<file path="config.mk">
export PLATFORM = sky130hd
export DESIGN_NAME = pipeifq
export DESIGN_NICKNAME = d
export VERILOG_FILES = /design/src/rtl/pipeifq_pkg.sv /design/src/rtl/pipeifq_mem.sv /design/src/rtl/pipeifq.sv
export SDC_FILE = /design/constraint.sdc
export NUM_CORES = 1
export LEC_CHECK = 0
export CORE_MARGIN = 2
export CORE_UTILIZATION = 49
export CTS_CLUSTER_DIAMETER = 40
export DETAILED_ROUTE_END_ITERATION = 16
export GPL_ROUTABILITY_DRIVEN = 0
export GPL_TIMING_DRIVEN = 0
export PLACE_DENSITY = 0.85
export SKIP_CTS_REPAIR_TIMING = 1
export SLEW_MARGIN = 40
export SYNTH_ARGS = -nofsm -noshare
export SYNTH_HDL_FRONTEND = slang
export SYNTH_HIERARCHICAL = 1
export SYNTH_SLANG_ARGS = --single-unit
</file>
<file path="constraint.sdc">
create_clock -name clock -period 5.95 [get_ports clock]
set_input_delay 1.785 -clock clock [delete_from_list [all_inputs] [get_ports clock]]
set_output_delay 1.785 -clock clock [all_outputs]
set_load 0.005 [all_outputs]
</file>
<file path="src/rtl/pipeifq_pkg.sv">
// rtl/pipeifq_pkg.sv - shared types and constants for the fetch-to-decode instruction queue
package pipeifq_pkg;

  localparam int WORD_W = 32;
  localparam logic [WORD_W-1:0] NOP_INS = 32'h0;

  typedef struct packed {
    logic [WORD_W-1:0] pc4;
    logic [WORD_W-1:0] ins;
  } entry_t;

endpackage

</file>
<file path="src/rtl/pipeifq_mem.sv">
// rtl/pipeifq_mem.sv - DEPTH x 64 entry array, one synchronous write port, one asynchronous read port
module pipeifq_mem
  import pipeifq_pkg::*;
#(
  parameter int DEPTH = 4,
  parameter int AW    = 2
) (
  input  logic          clock,
  input  logic          we,
  input  logic [AW-1:0] waddr,
  input  entry_t        wdata,
  input  logic [AW-1:0] raddr,
  output entry_t        rdata
);

  // Contents are never reset; validity is tracked by the pointers in pipeifq.
  entry_t mem_q [DEPTH];

  always_ff @(posedge clock) begin
    if (we) begin
      mem_q[waddr] <= wdata;
    end
  end

  assign rdata = mem_q[raddr];

endmodule

</file>
<file path="src/rtl/pipeifq.sv">
// rtl/pipeifq.sv - IF-to-ID instruction queue, first-word-fall-through; PIPEIFQ_BYPASS_EN adds same-cycle bypass
module pipeifq
  import pipeifq_pkg::*;
#(
  parameter int DEPTH = 4,
  parameter int AW    = 2
) (
  input  logic              clock,
  input  logic              resetn,
  input  logic              in_valid,
  input  logic [WORD_W-1:0] in_pc4,
  input  logic [WORD_W-1:0] in_ins,
  output logic              in_ready,
  input  logic              flush,
  output logic              out_valid,
  output logic [WORD_W-1:0] out_pc4,
  output logic [WORD_W-1:0] out_ins,
  input  logic              out_ready,
  output logic [AW:0]       count
);

  localparam logic [AW:0] FULL_CNT = (AW+1)'(DEPTH);

  logic [AW-1:0] wr_ptr_q, wr_ptr_d;
  logic [AW-1:0] rd_ptr_q, rd_ptr_d;
  logic [AW:0]   count_q, count_d;

  logic   stored_valid;
  logic   bypass;
  logic   enq;
  logic   deq;
  entry_t wr_entry;
  entry_t rd_entry;

  assign stored_valid = (count_q != '0);
  assign in_ready     = (count_q != FULL_CNT);
  assign count        = count_q;

`ifdef PIPEIFQ_BYPASS_EN
  assign bypass = ~stored_valid & in_valid & ~flush;
`else
  assign bypass = 1'b0;
`endif

  // A bypassed entry taken by decode in the same cycle never touches storage.
  assign enq = in_valid & in_ready & ~flush & ~(bypass & out_ready);
  assign deq = stored_valid & out_ready & ~flush;

  assign wr_entry = '{pc4: in_pc4, ins: in_ins};

  pipeifq_mem #(
    .DEPTH (DEPTH),
    .AW    (AW)
  ) u_mem (
    .clock (clock),
    .we    (enq),
    .waddr (wr_ptr_q),
    .wdata (wr_entry),
    .raddr (rd_ptr_q),
    .rdata (rd_entry)
  );

  always_comb begin
    wr_ptr_d = wr_ptr_q;
    rd_ptr_d = rd_ptr_q;
    count_d  = count_q;
    if (flush) begin
      wr_ptr_d = '0;
      rd_ptr_d = '0;
      count_d  = '0;
    end else begin
      if (enq) wr_ptr_d = wr_ptr_q + AW'(1);
      if (deq) rd_ptr_d = rd_ptr_q + AW'(1);
      count_d = count_q + (AW+1)'(enq) - (AW+1)'(deq);
    end
  end

  always_ff @(posedge clock or negedge resetn) begin
    if (!resetn) begin
      wr_ptr_q <= '0;
      rd_ptr_q <= '0;
      count_q  <= '0;
    end else begin
      wr_ptr_q <= wr_ptr_d;
      rd_ptr_q <= rd_ptr_d;
      count_q  <= count_d;
    end
  end

  // Empty queue presents a nop bubble to decode.
  always_comb begin
    out_valid = stored_valid | bypass;
    out_pc4   = '0;
    out_ins   = NOP_INS;
    if (bypass) begin
      out_pc4 = in_pc4;
      out_ins = in_ins;
    end else if (stored_valid) begin
      out_pc4 = rd_entry.pc4;
      out_ins = rd_entry.ins;
    end
  end

endmodule

</file>
==> results.cfg, run 1 <==
[outcome]
outcome = completed

[pwr]
pwr-share-clk = 0.334
p_sw_frac = 0.239
power.internal_mw = 4.24
p_comb_frac = 0.275
p_per_area_nw_per_um2 = 424
sequentialPowerShare = 0.391
ir_worst_vdd_mv = 0.284
p_sw_mw = 1.33
p_leak_nw = 4.29
power.total_mw = 5.57

[sta]
hold_violations = 0
min_period_ns = 4.28
max_slew_margin = 0.666
setup_viol = 0
clock.fmax_ghz = 0.233
timing.final.max_slew_violations = 0
worst_slew_pin_slew_ns = 0.501
clock_skew_ns = 0.0124
setup_tns_ns = 0
fin_ws_ns = 1.67
rsz0062_at_grt = no
finalCritPeriodShare = 0.720

[die]
die_h_um = 148
core_area_um2 = 20300
die_w_um = 148
rows = 52
die-area_um2 = 22000
start_util = 0.502
io_pins = 138

[cts]
cts_tree = yes
cts_buffers = 30
h-tree-depth = 1
clockBufferDepth = 3
worstSkewPairLatency_ns = 0.53
cts_num_sinks = 263
clk_pin_slew_ns = 0.06
root_buffer = clkbuf_16

[grt]
grt_pass1_vias = 5272
overflow = 0
grt.total_usage = 0.167
grt_max_degree = 36
antenna_found_initial = 0
grt_pass1_wl_um = 28300

[place]
numPortBuffers = 137
post-place-ws_ns = 1.59
hpwl_um = 12000
place_area_um2 = 12100

[finish]
num_antenna_cells = 0
stdcell_area_um2 = 13100
drive_gt1_frac = 0.226
nets = 699
multi_input_area_um2 = 2110
synthToLayoutAreaGrowth_pct = 28.9
seqCellArea_um2 = 7860
nFillCells = 1353

[setup_path]
startpoint_type = flip-flop
crit_fanout = 10
crit_path_end_kind = primary output
criticalPathCategory = reg -> out
cp.arrival_ns = 2.50
worst-endpoint-required_ns = 4.16

[synth]
synth.cell_area_um2 = 10200
synth_ff_type = edfxtp_1
synth_top_area_share = 0.754
yosysUniqueCellTypes = 28
synth-seq-cells = 263
syn-mean-instance-area_um2 = 22.9
yosysTopAreaCell = edfxtp_1
synth.cells.most_frequent = edfxtp_1, and2_1, mux4_2
seq_area_frac_synth = 0.771
synth.most_common_cell = edfxtp_1
syn_nets = 518
synth-async-reset-ratio = 0.0266
synth_edf_count = 256
syn_inst = 446
yosys_warnings = 6
synth.area.top_cells = edfxtp_1, mux4_2, and2_1

[route]
drc = 0
drt_pass1_iterations = 4
vias = 4919
final_antenna_net_count = 0
drt-total-wl_um = 18600
drt_iter0_drc = 231
wl_per_cell_um = 20.1
vias_per_cell = 5.34

[run]
maxCapViolations = 0

[worst_hold_path]
min_path_type = reg -> reg
## cell type report
cell class / count / share of cell area
flip-flops and latches: 263 / 0.598
multi-input cells: 159 / 0.160
repair buffers: 149 / 0.117
clock buffers: 41 / 0.0649
well taps: 270 / 0.0257
plain buffers: 22 / 0.0184
clock inverters: 15 / 0.0149
inverters: 2 / 0.000571
## worst max-delay path, stage by stage, from the launching register on
cell	delay (ns)
dfrtp_1	0.40
buf_6	0.25
buf_12	0.18
mux4_2	0.49
and2_1	0.16
clkdlybuf4s50_1	0.48
## registers in the layout, summed over array words and instances, names as in the netlist
name         cells
u_mem/mem_q    256
wr_ptr_q         2
count            3
rd_ptr_q         2
## layout by cell type, fill, tap and decap left out, types with 3 or more instances in the layout
master / n
inv_6: 3
clkinv_2: 3
xor2_1: 3
clkbuf_1: 8
clkbuf_16: 31
mux4_2: 60
edfxtp_1: 256
mux4_1: 4
buf_4: 4
nor2_1: 8
clkdlybuf4s50_1: 137
clkbuf_8: 4
and2_1: 64
buf_12: 11
buf_2: 6
dfrtp_1: 7
buf_6: 10
bufinv_16: 3
nor2b_1: 3
## kinds of logic after synthesis
kind of cell	share of synthesized area
compound gates	0.00160
xor+xnor	0.00344
fa+ha+maj	0.00442
buf+inv	0.0244
flops	0.771
mux	0.145
simple gates	0.0501
## routing by layer
metal	track usage	up-vias	wire length, µm
li1	-	2183	-
met1	0.218	2562	7650
met2	0.291	145	9590
met3	0.0347	29	1020
met4	0.0390	0	285
met5	0	-	0
## power groups by stage
stage	Sequential (mW)	Combinational, mW	Clock (mW)
floorplan	2.21	0.831	0
global placement	2.22	1.52	0
detailed placement	2.22	1.57	0
CTS	2.18	1.57	1.90
global route	2.19	1.66	1.98
finish	2.18	1.53	1.86
## final timing paths
check / from / to / slack (ns) / cells after the start
hold / removal: rd_ptr_q[1] / rd_ptr_q[1] / 0.55 / 2
setup / recovery: rd_ptr_q[0] / out_pc4[21] / 1.67 / 5
setup reg to reg: count[1] / u_mem/mem_q[0][32] / 3.32 / 8
min in group asynchronous: resetn / count[1] / 1.52 / 1
hold reg to reg: rd_ptr_q[1] / rd_ptr_q[1] / 0.55 / 2
max in group asynchronous: resetn / count[2] / 4.17 / 1
## stage by stage
step | utilization | instances | hold slack [ns]
2_1_floorplan | - | 446 | 0.504
3_3_place_gp | 0.587 | 853 | 0.522
3_5_place_dp | 0.596 | 865 | 0.531
4_1_cts | 0.647 | 921 | 0.550
5_1_grt | 0.647 | 921 | 0.571
6_report | 0.647 | 921 | 0.550
Note: power is estimated with default switching activity, not from simulation.
==> run 2, diff against run 1 <==
CORE_UTILIZATION = 55   (was 49)
PLACE_DENSITY = 0.9   (was 0.85)
clock period = 4.3 ns   (was 5.95 ns; I/O delays follow)
==> run 2 against run 1 <==
  * The flow now finishes with violations (DRC)
  * Non-clock buffer count is the same
  * Worst hold slack lost 0.0043 ns
  * Total power grew 37%
  * Global-route usage grew 3.6 points
  * Sequential share of layout area grew 0.47 points
  * Clock skew shrank 0.0026 ns
  * Clock-buffer cell count shrank 6
  * Sequential power grew 39%
  * Flip-flop and latch count is the same
  * Combinational power grew 41%
==> results.cfg, run 2 (same netlist as run 1, synthesis figures left out) <==
[finish]
num_antenna_cells = 0
nets = 700
drive_gt1_frac = 0.225
nFillCells = 1029
final_util = 0.721
synthToLayoutAreaGrowth_pct = 27.9
layout_commonest_cell = edfxtp_1
regMostFlops = u_mem/mem_q
largest_reg_flops = 256
final_cell_mix = edfxtp_1, clkdlybuf4s50_1, and2_1

[cts]
clockBufferDepth = 3
h-tree-depth = 1
root_buffer = clkbuf_16
clk_pin_slew_ns = 0.06
cts_tree = yes
worstSkewPairLatency_ns = 0.53
cts_num_sinks = 263
cts_buffers = 31

[sta]
hold_violations = 0
worst_slew_pin_slew_ns = 0.616
clock.fmax_ghz = 0.262
rsz0062_at_grt = no
min_period_ns = 3.82
setup_tns_ns = 0
timing.final.max_slew_violations = 0
finalCritPeriodShare = 0.887
max_slew_margin = 0.589
clock_skew_ns = 0.00981
setup_viol = 0

[grt]
grt_max_degree = 34
grt_pass1_vias = 5516
grt_pass1_wl_um = 30500
overflow = 0
antenna_found_initial = 0
grt.total_usage = 0.203

[outcome]
violations = DRC
outcome = finished with violations

[route]
drt_iter0_drc = 368
wl_met1_um = 7870
wl_met3_um = 1100
highest_layer = met4
final_antenna_net_count = 0
wl_per_cell_um = 22.3
vias = 5053
drt_pass1_iterations = 10
drc = 10
drt-total-wl_um = 19700
wl_met2_um = 10300
vias_per_cell = 5.74

[setup_path]
crit_path_end_kind = primary output
crit_buf_inv = 3
worstPathCellList = buf_6, buf_12, mux4_2, and2_1, clkdlybuf4s50_1
cpLargestDelayFamily = buffers and inverters
startpoint_type = flip-flop
critPathMaxStageDelay_ns = 0.53
worst-endpoint-required_ns = 3.01
criticalPathCategory = reg -> out
cp.arrival_ns = 2.53
crit_fanout = 10
cp_slowest_cell = mux4_2

[die]
io_pins = 138
start_util = 0.564
die-area_um2 = 19600
core_area_um2 = 18100
die_w_um = 140
die_h_um = 140
rows = 49

[pwr]
pwr-share-clk = 0.323
ir_worst_vdd_mv = 0.481
sequentialPowerShare = 0.396
p_leak_nw = 4.27
p_per_area_nw_per_um2 = 586
power.internal_mw = 5.74
p_comb_frac = 0.281
p_sw_frac = 0.248
p_sw_mw = 1.90

[worst_hold_path]
min_path_type = reg -> reg

[place]
hpwl_um = 12200
numPortBuffers = 137

[run]
maxCapViolations = 0
==> run 2: changes by cell type in the layout (fill, tap and decap cells not counted), moves of 2 or more <==
cell / previous run / this run
clkbuf_8: 4 / 0
clkinv_1: 0 / 3
clkinv_2: 3 / 6
clkbuf_1: 8 / 6
==> run 2: path summary, 6_finish.rpt <==
kind | slack (ns) | cells after the start | end | start
worst max-delay path | 0.48 | 5 | out_ins[14] | rd_ptr_q[0]
worst min-delay path | 0.55 | 2 | rd_ptr_q[1] | rd_ptr_q[1]
worst max register to register | 1.58 | 7 | u_mem/mem_q[0][41] | count[1]
worst min register to register | 0.55 | 2 | rd_ptr_q[1] | rd_ptr_q[1]
max in group asynchronous | 3.01 | 1 | count[1] | resetn
min in group asynchronous | 1.03 | 1 | wr_ptr_q[0] | resetn
==> run 2: stage by stage <==
step	std cells	total power, mW	setup WS (ns)	instance area [µm²]	hold WS, ns
after floorplan	446	4.21	0.540	10200	0.504
after global placement	812	5.17	-1.07	11900	0.519
after detailed placement	824	5.24	0.395	12000	0.550
after CTS	881	7.73	0.435	13000	0.547
after global routing	881	7.96	0.392	13000	0.601
final	881	7.64	0.484	13000	0.546
==> run 2: worst reg2reg max path: stages, from the launching register on <==
cell	delay, ns
dfrtp_1	0.50
or3b_1	0.21
nand2_1	0.10
nor2_1	0.29
nor3b_4	0.61
buf_6	0.23
buf_4	0.22
buf_4	0.24
==> run 2: cell type report <==
cell class | instances | area (µm²) | area share
Buffer | 22 | 241 | 0.0185
Clock buffer | 35 | 791 | 0.0606
Clock inverter | 22 | 205 | 0.0157
Inverter | 2 | 7.51 | 0.000576
Multi-Input combinational cell | 159 | 2110 | 0.162
Sequential cell | 263 | 7860 | 0.603
Tap cell | 229 | 287 | 0.0220
Timing Repair Buffer | 149 | 1540 | 0.118
==> run 2: power by group through the flow <==
| stage | clock network [mW] | registers, mW | logic, mW |
|---|---|---|---|
| final | 2.47 | 3.02 | 2.15 |
| after global routing | 2.62 | 3.03 | 2.31 |
| after CTS | 2.52 | 3.02 | 2.19 |
| after detailed placement | 0 | 3.07 | 2.17 |
| after global placement | 0 | 3.07 | 2.10 |
| after floorplan | 0 | 3.06 | 1.15 |
==> run 2: layer usage <==
metal | up-vias | GRT usage
met2 | 156 | 0.353
met1 | 2672 | 0.271
met3 | 31 | 0.0349
met5 | - | 0
li1 | 2194 | -
met4 | 0 | 0.0532
==> run 3, diff against run 2 <==
CTS_BUF_LIST = sky130_fd_sc_hd__clkbuf_16   (was not set)
SYNTH_HIERARCHICAL = not set   (was 1)
==> run 3 against run 2 <==
  * The run now ends clean
  * Global-route usage about the same
  * Die area decreased by 0.73%
  * Final area decreased by 1.4%
  * Via count decreased by 1.2%
==> results.cfg, run 3 <==
[worst_hold_path]
hold_path_end = count[2]
min_path_cells = 2
min_from = count[2]
min_path_type = reg -> reg

[sta]
timing.final.max_slew_violations = 0
hold_violations = 0
clock.fmax_ghz = 0.243
setup_viol = 0
fin_ws_ns = 0.182
setup_tns_ns = 0
clock_skew_ns = 0.0136
max_slew_margin = 0.578
finalCritPeriodShare = 0.958
worst_slew_pin_slew_ns = 0.629
rsz0062_at_grt = no
min_period_ns = 4.12

[route]
vias = 4993
drt-total-wl_um = 19500
drc = 0
drt_iter0_drc = 361
final_antenna_net_count = 0
vias_per_cell = 5.69
drt_pass1_iterations = 4
wl_per_cell_um = 22.3

[grt]
grt_pass1_wl_um = 30600
grt_max_degree = 34
grt_pass1_vias = 5489
grt.total_usage = 0.203
antenna_found_initial = 0
overflow = 0

[place]
place_area_um2 = 11900
numPortBuffers = 136
dpl.cell_count = 824
post-place-ws_ns = 0.315
hpwl_um = 12100

[finish]
drive_gt1_frac = 0.208
regMostFlops = u_mem.mem_q
final_cell_count_no_fill = 878
nets = 703
num_antenna_cells = 0
final_util = 0.714
synthToLayoutAreaGrowth_pct = 27.1
final_cell_mix = edfxtp_1, clkdlybuf4s50_1, and2_1
layout_commonest_cell = edfxtp_1
largest_reg_flops = 256
stdcell_area_um2 = 12900
nFillCells = 1073

[synth]
synth.cells.most_frequent = edfxtp_1, and2_1, mux4_2
synth_edf_count = 256
yosysUniqueCellTypes = 22
synth.area.top_cells = edfxtp_1, mux4_2, and2_1
syn-mean-instance-area_um2 = 22.3
yosys_warnings = 0
synth_ff_type = edfxtp_1
synth.cell_area_um2 = 10100
yosysTopAreaCell = edfxtp_1
synth-seq-cells = 263
synth_top_area_share = 0.760
syn_nets = 530
synth.most_common_cell = edfxtp_1
synth-async-reset-ratio = 0.0266
seq_area_frac_synth = 0.777
syn_inst = 454

[die]
io_pins = 138
die_w_um = 140
die-area_um2 = 19500
die_h_um = 140
rows = 49
start_util = 0.562
core_area_um2 = 18000

[setup_path]
r2r_slack_ns = 1.43
worst-endpoint-required_ns = 3.01
criticalPathCategory = reg -> out
r2r_end = count[2]
cp.arrival_ns = 2.83
reg2reg_from = count[1]
worst-r2r-cell-count = 11
crit_path_end_kind = primary output
crit_fanout = 10
startpoint_type = flip-flop

[cts]
clk_pin_slew_ns = 0.06
root_buffer = clkbuf_16
cts_buffers = 30
cts_tree = yes
clockBufferDepth = 3
worstSkewPairLatency_ns = 0.53
cts_num_sinks = 263
h-tree-depth = 1

[pwr]
p_per_area_nw_per_um2 = 590
p_leak_nw = 4.19
ir_worst_vdd_mv = 0.424

[outcome]
outcome = completed

[run]
maxCapViolations = 0
run 3: cell count changes after synthesis, sizes merged, moves of 4 or more:
| cell | previous run | this run |
|---|---|---|
| and2 | 64 | 69 |
| buf | 19 | 13 |
| clkbuf | 3 | 9 |
| ha | 2 | 6 |
| inv | 2 | 7 |
run 3: routing by layer:
| layer | track usage | part of all wire | up-vias |
|---|---|---|---|
| met5 | 0 | 0 | - |
| li1 | - | - | 2192 |
| met2 | 0.351 | 0.53 | 152 |
| met1 | 0.265 | 0.40 | 2613 |
| met3 | 0.0454 | 0.057 | 36 |
| met4 | 0.0526 | 0.019 | 0 |
run 3: how the worst max path moves through the flow:
stage | startpoint | endpoint | slack (ns)
after floorplan | flush | u_mem.mem_q[0][0] | 0.52
after global placement | in_valid | u_mem.mem_q[2][34] | -0.97
after detailed placement | in_valid | count[2] | 0.31
after CTS | count[1] | out_ins[6] | 0.10
after global routing | count[1] | out_ins[7] | 0.003
final | count[1] | out_ins[0] | 0.18
run 3: layout make-up:
| cell class | instances | area (µm²) | area share |
|---|---|---|---|
| Sequential cell | 263 | 7860 | 0.611 |
| Buffer | 22 | 130 | 0.0101 |
| Tap cell | 229 | 287 | 0.0223 |
| Multi-Input combinational cell | 162 | 2110 | 0.164 |
| Clock inverter | 23 | 210 | 0.0163 |
| Clock buffer | 31 | 776 | 0.0603 |
| Timing Repair Buffer | 141 | 1460 | 0.114 |
| Inverter | 7 | 26.3 | 0.00204 |
run 3: cell families (layout without fill, tap and decap cells):
| kind of cell | Yosys count | after routing | synth area share |
|---|---|---|---|
| fa+ha+maj | 7 | 7 | 0.00940 |
| simple gates | 83 | 83 | 0.0497 |
| xor+xnor | 3 | 3 | 0.00260 |
| compound gates | 4 | 4 | 0.00260 |
| buf+inv | 29 | 224 | 0.0155 |
| mux | 65 | 65 | 0.143 |
| flops | 263 | 263 | 0.777 |
run 3: stage by stage:
step | total power, mW | hold WS [ns]
after floorplan | 4.13 | 0.555
after global routing | 7.91 | 0.681
after global placement | 5.15 | 0.567
after CTS | 7.69 | 0.646
final | 7.59 | 0.652
after detailed placement | 5.22 | 0.628
run 3: worst max-delay path: stages (launching register included):
cell and delay, ns:
dfrtp_1 0.52, or3_1 0.19, clkbuf_1 0.47, clkbuf_1 0.39, and2_1 0.19, clkdlybuf4s50_1 0.54
run 3: where the power goes:
part	total (mW)	switching, mW	internal [mW]
Combinational	2.11	0.861	1.25
Clock	2.46	0.972	1.49
Sequential	3.02	0.0555	2.96
